===== src/rtl/mc_pkg.sv =====
// mc_pkg: shared state, opcode-class, ALU-op and trap-cause encodings for the multi-cycle control unit
package mc_pkg;
  typedef enum logic [2:0] {S_FETCH, S_DECODE, S_EXEC, S_MEM, S_WB, S_TRAP} state_t;
  typedef enum logic [2:0] {C_NONE, C_OP_IMM, C_OP, C_LOAD, C_STORE, C_BRANCH, C_JAL, C_ILLEGAL} cls_t;
  localparam logic [4:0] OPC_OP_IMM = 5'b00100;
  localparam logic [4:0] OPC_OP     = 5'b01100;
  localparam logic [4:0] OPC_LOAD   = 5'b00000;
  localparam logic [4:0] OPC_STORE  = 5'b01000;
  localparam logic [4:0] OPC_BRANCH = 5'b11000;
  localparam logic [4:0] OPC_JAL    = 5'b11011;
  localparam logic [1:0] ALU_ADD    = 2'b00;
  localparam logic [1:0] ALU_IMM    = 2'b01;
  localparam logic [1:0] ALU_BRANCH = 2'b10;
  localparam logic [1:0] ALU_OP     = 2'b11;
  localparam logic [1:0] TC_NONE    = 2'b00;
  localparam logic [1:0] TC_ILLEGAL = 2'b01;
  localparam logic [1:0] TC_TIMEOUT = 2'b10;
  function automatic logic [1:0] alu_of(cls_t c);
    return c == C_OP_IMM ? ALU_IMM : c == C_OP ? ALU_OP : c == C_BRANCH ? ALU_BRANCH : ALU_ADD;
  endfunction
endpackage


===== src/rtl/mc_decode.sv =====
// mc_decode: combinational opcode[6:0] -> instruction class and illegal flag
module mc_decode
  import mc_pkg::*;
(
  input  logic [6:0] opcode,
  output cls_t       cls,
  output logic       illegal
);
  always_comb begin
    cls = opcode[1:0] != 2'b11     ? C_ILLEGAL :
          opcode[6:2] == OPC_OP_IMM ? C_OP_IMM :
          opcode[6:2] == OPC_OP     ? C_OP :
          opcode[6:2] == OPC_LOAD   ? C_LOAD :
          opcode[6:2] == OPC_STORE  ? C_STORE :
          opcode[6:2] == OPC_BRANCH ? C_BRANCH :
          opcode[6:2] == OPC_JAL    ? C_JAL : C_ILLEGAL;
    illegal = cls == C_ILLEGAL;
  end
endmodule


===== src/rtl/mc_control.sv =====
// mc_control: multi-cycle RV32I control FSM with memory handshake and retire counter.
// Define MC_CONTROL_TIMEOUT_EN to trap on memory waits reaching TIMEOUT_CYCLES.
module mc_control
  import mc_pkg::*;
#(
  parameter int CNT_W          = 32,
  parameter int TIMEOUT_CYCLES = 16
) (
  input  logic             clk,
  input  logic             rst,
  input  logic [6:0]       opcode,
  input  logic             mem_ready,
  output logic             mem_req,
  output logic             mem_we,
  output logic             ir_write,
  output logic             pc_inc,
  output logic             reg_write,
  output logic             imm_data,
  output logic [1:0]       opcode_alu,
  output logic             mem_to_reg,
  output logic             branch,
  output logic             wb_pc,
  output logic             trap,
  output logic [1:0]       trap_cause,
  output logic [CNT_W-1:0] instret
);
  state_t state;
  cls_t   cls, dec_cls;
  logic   dec_illegal, xfer, retire;

  mc_decode u_decode (.opcode(opcode), .cls(dec_cls), .illegal(dec_illegal));

  // Strobes decode from registered state and class; only the handshake and the IR/PC
  // load that must land on the accepting edge look at mem_ready / rst directly.
  always_comb begin
    mem_req    = !rst && (state == S_FETCH || state == S_MEM);
    xfer       = mem_req && mem_ready;
    mem_we     = state == S_MEM && cls == C_STORE;
    ir_write   = state == S_FETCH && xfer;
    pc_inc     = state == S_FETCH && xfer;
    reg_write  = state == S_WB;
    imm_data   = state == S_EXEC && (cls == C_OP_IMM || cls == C_LOAD || cls == C_STORE);
    opcode_alu = state == S_EXEC ? alu_of(cls) : ALU_ADD;
    mem_to_reg = state == S_WB && cls == C_LOAD;
    branch     = (state == S_EXEC && cls == C_BRANCH) || (state == S_WB && cls == C_JAL);
    wb_pc      = state == S_WB && cls == C_JAL;
    trap       = state == S_TRAP;
    retire     = (state == S_EXEC && cls == C_BRANCH) || (state == S_MEM && cls == C_STORE && xfer) || state == S_WB;
  end

`ifdef MC_CONTROL_TIMEOUT_EN
  localparam int WC_W = $clog2(TIMEOUT_CYCLES + 1);
  logic [WC_W-1:0] wcnt;
`else
  logic unused_timeout;
  assign unused_timeout = TIMEOUT_CYCLES != 0;
`endif

  always_ff @(posedge clk or posedge rst) begin
    if (rst) begin
      state      <= S_FETCH;
      cls        <= C_NONE;
      trap_cause <= TC_NONE;
      instret    <= '0;
`ifdef MC_CONTROL_TIMEOUT_EN
      wcnt       <= '0;
`endif
    end else begin
      if (retire) instret <= instret + CNT_W'(1);
      case (state)
        S_FETCH: if (xfer) state <= S_DECODE;
        S_DECODE: begin
          cls <= dec_cls;
          state <= dec_illegal ? S_TRAP : S_EXEC;
          if (dec_illegal) trap_cause <= TC_ILLEGAL;
        end
        S_EXEC: state <= cls == C_BRANCH ? S_FETCH : (cls == C_LOAD || cls == C_STORE) ? S_MEM : S_WB;
        S_MEM: if (xfer) state <= cls == C_STORE ? S_FETCH : S_WB;
        S_WB: state <= S_FETCH;
        default: state <= S_TRAP;
      endcase
`ifdef MC_CONTROL_TIMEOUT_EN
      // A ready in the limit cycle is a completed transfer, not a wait, so it never traps.
      if (mem_req && !mem_ready) begin
        wcnt <= wcnt + WC_W'(1);
        if (wcnt == WC_W'(TIMEOUT_CYCLES - 1)) begin
          state      <= S_TRAP;
          trap_cause <= TC_TIMEOUT;
        end
      end else begin
        wcnt <= '0;
      end
`endif
    end
  end
endmodule

===== config.mk =====
export PLATFORM = sky130hd
export DESIGN_NAME = mc_control
export DESIGN_NICKNAME = d
export VERILOG_FILES = /design/src/rtl/mc_pkg.sv /design/src/rtl/mc_decode.sv /design/src/rtl/mc_control.sv
export SDC_FILE = /design/constraint.sdc
export NUM_CORES = 1
export LEC_CHECK = 0
export BUFFER_PORTS_ARGS = -buffer_cell sky130_fd_sc_hd__buf_2
export CORE_ASPECT_RATIO = 0.9
export CORE_MARGIN = 2
export CORE_UTILIZATION = 50
export CTS_CLUSTER_SIZE = 12
export DETAILED_ROUTE_END_ITERATION = 10
export GPL_ROUTABILITY_DRIVEN = 1
export MAX_ROUTING_LAYER = met4
export PLACE_DENSITY = 0.83
export SLEW_MARGIN = 5
export SYNTH_ARGS = -nofsm -noshare
export SYNTH_HDL_FRONTEND = slang
export SYNTH_SLANG_ARGS = --single-unit

===== constraint.sdc =====
create_clock -name clk -period 2.3 [get_ports clk]
set_clock_uncertainty 0.2 [all_clocks]
set_input_delay 0.575 -clock clk [delete_from_list [all_inputs] [get_ports clk]]
set_output_delay 0.575 -clock clk [all_outputs]
set_load 0.03 [all_outputs]

# == Word-level counts from Yosys, hierarchy flattened ==
# Index checks and enable logic that the tools add are counted.
# classes
n_addsub,1
eq_ne,20
mux,18
reduce_logical,21
# ops
op,count
$mux 3,12
$add 32x1->32 const B,1
$eq 3x3->1 const B,6
$pmux 3 s5,1
$eq 3x2->1 const B,4
$eq 5x4->1 const B,2
$eq 5x5->1 const B,2
$logic_and 1x1->1,9
$mux 2,4
$logic_or 1x1->1,7
$eq 3x1->1 const B,2
$ne 2x2->1 const B,3
$eq 5x3->1 const B,1
$logic_not 5->1,1
$reduce_and 2->1,2
$logic_not 3->1,1
$logic_not 1->1,1
$mux 1,1
# totals
reg_bits,39
output_inout_bits,46
wordCells,64

# == Logic depth before layout (Yosys ltp) ==
# Gate-level depths: netlist of run 1.
# depth
depth_word,11
ltp_mapped,7

# == Hierarchy ==
# Synthesis of run 1 repeated with hierarchy kept, for this count alone.
# unflattened
cells_unflattened,222
hier_area_um2,2197.1
# modules_own_cells
mod,n_inst,cells_each,area_each_um2
mc_control,1,210,2120.8
mc_decode,1,12,76.3

# == Least setup slack after synthesis of run 1 ==
# OpenSTA, ideal clock, no wires.
# synth_timing
path_type,input port to output port
start,in rst
end,out pc_inc
arrival_ps,1953
setup_slack_ps,-428
cell_stages,4
n_path_buf,1
path_cell_list,nor2_1 -> nand4_1 -> nor3_1 -> buf_4
# synth_via
elab_chain_cells,4
# synth_rtl
element,line,source
"start, declared",mc_control.sv:10,"input logic rst,"
$logic_not 1->1 (no line),n/a,
$logic_and 1x1->1,mc_control.sv:36,mem_req = !rst && (state == S_FETCH || state == S_MEM);
$logic_and 1x1->1,mc_control.sv:37,xfer = mem_req && mem_ready;
$logic_and 1x1->1,n/a,
"end, declared",mc_control.sv:16,"output logic pc_inc,"
# No other way between the ends.

# == Final worst setup path of run 1 ==
# layout_timing
start,reg state[0]
end,out opcode_alu[0]
# layout_via
elab_chain_cells,2
# layout_rtl
element,line,source
"start, declared",mc_control.sv:27,state_t state;
"start signal, assigned",mc_control.sv:74,state <= dec_illegal ? S_TRAP : S_EXEC;
"start signal, assigned",mc_control.sv:77,S_EXEC: state <= cls == C_BRANCH ? S_FETCH : (cls == C_LOAD || cls == C_STORE) ? S_MEM : S_WB;
"start signal, assigned",mc_control.sv:78,S_MEM: if (xfer) state <= cls == C_STORE ? S_FETCH : S_WB;
$eq 3x2->1,mc_control.sv:43,opcode_alu = state == S_EXEC ? alu_of(cls) : ALU_ADD;
$mux 2,mc_control.sv:43,
"end, declared",mc_control.sv:19,"output logic [1:0] opcode_alu,"
# No other way between the ends.

==> results.toml, run 1 <==
[timing]
drv_slew = 0
min_period_ps = 2250
setup_ws_ps = 46.6
worst_pin_slew_ps = 538
rsz0062_at_grt = "yes"
fin_crit_sh = 0.980
finalHoldViolCount = 0
setup_violations = 0
timing.fmax_mhz = 444
slew_headroom = 0.642

[critical_path]
timing.critical_path.to_type = "output port"
arrival_ps = 1480
critPathMaxFanout = 13
critPathKind = "reg2out"
worstSetupStartpointType = "register"
required_ps = 1520

[cts]
numCtsBuffers = 5
clockBufferDepth = 2
cts_tree = "yes"
cts.sinks = 39
root_buffer = "clkbuf_8"
insertion_delay_ps = 300
holdBufCountCts = 0
path_clk_slew_ps = 80
cts_htree_levels = 2

[synth]
synth_top_family_by_area = "simple AND/OR/NAND/NOR gates"
yosys.area_share.simple = 0.294
async_reset_ff_frac = 1.00
yosysWarnings = 0
synthesis.area_um2 = 2130
synthFlopType = "dfrtp_1"
synth_xor_area_frac = 0.128
synth_cell_types = 45
postSynthNetCount = 236
synth-compound-area-share = 0.0695
syn_inst = 225
synth-seq-cells = 39
synth_edf_count = 0
synth_seq_area_share = 0.459
yosys-mux-area-fraction = 0.00471
avgSynthCellArea_um2 = 9.45
synthAdderAreaFrac = 0.00589

[detailed_routing]
drtPass1Iterations = 4
vias_per_cell = 5.67
drt_wl_total_um = 4810
dr.first_iter.drc_count = 206
vias = 1895
avgRoutedWirePerCell_um = 14.4
antenna_left = 0
drc_errors = 0

[power_and_ir_drop]
swShare = 0.387
seqPwrFrac = 0.374
combPwrFrac = 0.359
p_sw_uw = 865
cellLeakagePower_uw = 0.00113
intPower_uw = 1370
peakVddDrop_mv = 0.559
p_per_area_nw_per_um2 = 832
clkPwrFrac = 0.266

[status]
outcome = "completed"

[cells_and_area]
syn_to_final_growth_pct = 26.3
layout_commonest_cell = "buf_2"
drive_gt1_frac = 0.329
most-common-layout-cells = "buf_2, dfrtp_1, xnor2_1"
num-nets-final = 296
diodes = 0
final_util = 0.659

[job]
cap_violations = 0

[die]
num_rows = 22
start_util = 0.522
io_pins = 56
core_area_um2 = 4070
fp.dieH_um = 65.9
die_x_um = 72.7
die-area_um2 = 4790

[place]
portBuffers = 54
gp_congestion = 0.856
pre_cts_slack_ps = -59.4
post-dp-hpwl_um = 3370

[global_route]
gr-total-overflow = 0
track_usage = 0.221
grt_max_degree = 40
grt_pass1_vias = 1727
grt_pass1_wl_um = 7890
antenna_found_initial = 0

[hold_path]
hold_path.class = "in2async"
==> cells by family (layout without fill, tap and decap cells) <==
family	after synthesis	count (layout)
AND/OR/NAND/NOR	113	113
flip-flops	39	39
XOR/XNOR	31	31
AO/OA/AOI/OAI	21	21
buffers and inverters	18	79
adder cells (fa/ha/maj)	1	1
other	1	1
multiplexers	1	1
==> through the flow <==
stage	setup TNS, ps	area (µm²)	hold WS (ps)	cells	power, µW
2_1_floorplan	-153	2150	342	225	1360
3_3_place_gp	0	2510	249	325	1590
3_5_place_dp	-59.4	2510	261	325	1610
4_1_cts	0	2640	208	334	2220
5_1_grt	-87.7	2680	244	334	2340
6_report	0	2680	196	334	2230
==> timing repair <==
item,CTS,global route
pin swaps,1,2
setup buffers,1,0
endpoints found under the setup margin,7,14
resized for setup,3,18
==> area by class of cell <==
cell class / count / area [µm²]
clock buffers: 6 / 82.6
clock inverters: 2 / 35.0
fillers: 338 / 1390
inverters: 8 / 30.0
multi-input cells: 168 / 1130
flip-flops and latches: 39 / 981
well taps: 48 / 60.1
repair buffers: 63 / 363
==> state kept, by name (all words and copies together), names as in the netlist <==
register / count
cls: 3
state: 3
instret: 32
trap_cause: 1
==> cells in the mapped netlist (2+ instances only) <==
cell      instances  area, µm²
dfrtp_1          39        976
xnor2_1          25        219
nand2_1          19       71.3
nand4_1          17        106
nand3_1          15       75.1
nor2_1           15       56.3
inv_1             8       30.0
nor3_1            8       40.0
nor4_1            8       50.1
a21oi_1           6       30.0
nor2b_1           6       37.5
xor2_1            6       52.6
and2_1            5       31.3
and3_1            5       31.3
buf_2             4       20.0
a31oi_1           3       18.8
clkbuf_1          3       11.3
nand2b_1          3       18.8
a22oi_1           2       15.0
and4_1            2       17.5
buf_4             2       15.0
==> worst paths after layout <==
| kind | slack (ps) | cells after the start | startpoint | endpoint |
|---|---|---|---|---|
| worst max-delay path | 50 | 5 | state[0]$_DFFE_PP0P_ | opcode_alu[0] |
| worst min-delay path | 200 | 3 | rst | state[0]$_DFFE_PP0P_ |
| worst max register to register | 120 | 6 | state[2]$_DFFE_PP0P_ | instret[19]$_DFFE_PP0P_ |
| worst min register to register | 270 | 1 | instret[31]$_DFFE_PP0P_ | instret[31]$_DFFE_PP0P_ |
| max in group asynchronous | 1330 | 3 | rst | cls[0]$_DFFE_PP0N_ |
| min in group clk | 270 | 1 | instret[31]$_DFFE_PP0P_ | instret[31]$_DFFE_PP0P_ |
==> power groups by stage <==
stage	Combinational, µW	Sequential [µW]	Clock, µW
6_report	802	836	595
5_1_grt	867	842	631
4_1_cts	791	830	599
3_5_place_dp	776	833	0
3_3_place_gp	763	831	0
2_1_floorplan	447	915	0
==> layer usage <==
metal,global-route usage,wire (µm)
met1,0.300,2300
met2,0.334,2220
met3,0.0549,242
met4,0.0532,48
met5,-,0
==> critical path: stages, from the launching register on <==
cell and delay, ps:
dfrtp_1 400, buf_4 200, inv_1 140, nand2_2 100, nor3_2 160, buf_4 180
(Power assumes the default switching activity.)
==> inputs of run 2 (changes only) <==
==> constraint.sdc (replaced) <==
create_clock -name clk -period 2.3 [get_ports clk]
set_clock_uncertainty 0.2 [all_clocks]
set_input_delay 0.575 -clock clk [delete_from_list [all_inputs] [get_ports clk]]
set_output_delay 0.575 -clock clk [all_outputs]
set_load 0.02 [all_outputs]
==> results.toml, run 2 (same netlist as run 1, synthesis figures left out) <==
[critical_path]
crit_chain = "nor3b_2 -> buf_4 -> a21oi_1 -> nor2_1 -> buf_2"
critPathMaxFanout = 9
worstSetupStartpoint = "cls[0]$_DFFE_PP0N_"
critPathTopFamily = "flip-flops"
rr_startpoint = "instret[3]$_DFFE_PP0P_"
required_ps = 1520
critPathKind = "reg2out"
cp_num_buf_inv = 2
worstSetupStartpointType = "register"
worst_path_max_delay_cell = "dfrtp_2"
slowest_delay_ps = 480
timing.critical_path.to_type = "output port"
arrival_ps = 1440

[detailed_routing]
drtPass1Iterations = 4
dr.first_iter.drc_count = 201
met1_length_um = 2260
vias_per_cell = 5.59
top_layer = "met4"
wl_met3_um = 237
drt_wl_total_um = 4820
avgRoutedWirePerCell_um = 14.5
drc_errors = 0
antenna_left = 0
vias = 1860
wl_met2_um = 2230

[cells_and_area]
largestRegisters = "instret (32), cls (3), state (3)"
syn_to_final_growth_pct = 22.2
drive_gt1_frac = 0.305
largest_reg_flops = 32
most-common-layout-cells = "buf_2, dfrtp_1, xnor2_1"
fin_area_um2 = 2600
diodes = 0
final_util = 0.638
layout_commonest_cell = "buf_2"
top_register = "instret"
num-nets-final = 295

[cts]
holdBufCountCts = 0
clockBufferDepth = 2
numCtsBuffers = 5
cts_tree = "yes"
cts.sinks = 39
root_buffer = "clkbuf_8"
cts_htree_levels = 2
insertion_delay_ps = 290
path_clk_slew_ps = 70

[job]
cap_violations = 0

[place]
dpl_cell_area_um2 = 2470
gp_congestion = 0.864
portBuffers = 54
post-dp-hpwl_um = 3310
pre_cts_slack_ps = 48.6

[die]
die_x_um = 72.7
num_rows = 22
core_area_um2 = 4070
start_util = 0.522
io_pins = 56
die-area_um2 = 4790
fp.dieH_um = 65.9

[hold_path]
hold_path.class = "in2async"

[timing]
finalHoldViolCount = 0
fin_crit_sh = 0.963
rsz0062_at_grt = "no"
setup_ws_ps = 85.4
slew_headroom = 0.619
min_period_ps = 2210
fin_setup_tns_ps = 0
setup_violations = 0
worst_pin_slew_ps = 572
drv_slew = 0
timing.fmax_mhz = 452

[global_route]
antenna_found_initial = 0
gr-total-overflow = 0
track_usage = 0.209
grt_pass1_vias = 1630
grt_pass1_wl_um = 7560
grt_max_degree = 40

[power_and_ir_drop]
p_total_uw = 1990
peakVddDrop_mv = 0.580
cellLeakagePower_uw = 0.00111
p_per_area_nw_per_um2 = 766

[status]
outcome = "completed"
[run 2: report_power, final]
group          switching (µW)  internal, µW  leakage (µW)  total (µW)
clock                     230           213     0.0000422         443
combinational             468           240      0.000600         708
sequential               87.7           751      0.000472         839
total                     786          1200       0.00111        1990
[run 2: metrics by stage]
step	instances	hold slack (ps)
after floorplan	225	342
after global placement	323	247
after detailed placement	323	254
after CTS	332	223
after global routing	333	265
final	333	203
[run 2: worst paths after layout]
check / end / slack (ps) / cells past startpoint
min in group clk: instret[31]$_DFFE_PP0P_ / 270 / 1
max: imm_data / 90 / 5
max reg2reg: instret[25]$_DFFE_PP0P_ / 190 / 5
min reg2reg: instret[31]$_DFFE_PP0P_ / 270 / 1
max in group asynchronous: cls[0]$_DFFE_PP0N_ / 1320 / 3
min: state[1]$_DFFE_PP0P_ / 200 / 3
[run 2: worst min-delay path, cell delays in order]
cell and delay (ps):
buf_2 100, inv_1 40, buf_4 410
[run 2: cell type report]
type / instances / area [µm²]
Clock inverter: 1 / 5.00
Sequential cell: 39 / 978
Multi-Input combinational cell: 168 / 1110
Inverter: 8 / 30.0
Timing Repair Buffer: 62 / 343
Fill cell: 336 / 1480
Clock buffer: 7 / 76.3
Tap cell: 48 / 60.1
[run 2: per-layer routing]
layer / vias up / track usage
met1: 880 / 0.301
met3: 9 / 0.0366
met4: 0 / 0.0741
li1: 912 / -
met2: 59 / 0.298
met5: - / -
[run 2: repair_timing]
item,in CTS,in global routing
buffers inserted,1,1
endpoints found under the setup margin,6,13
pin swaps,1,1
resized for setup,1,9
gates cloned,0,0
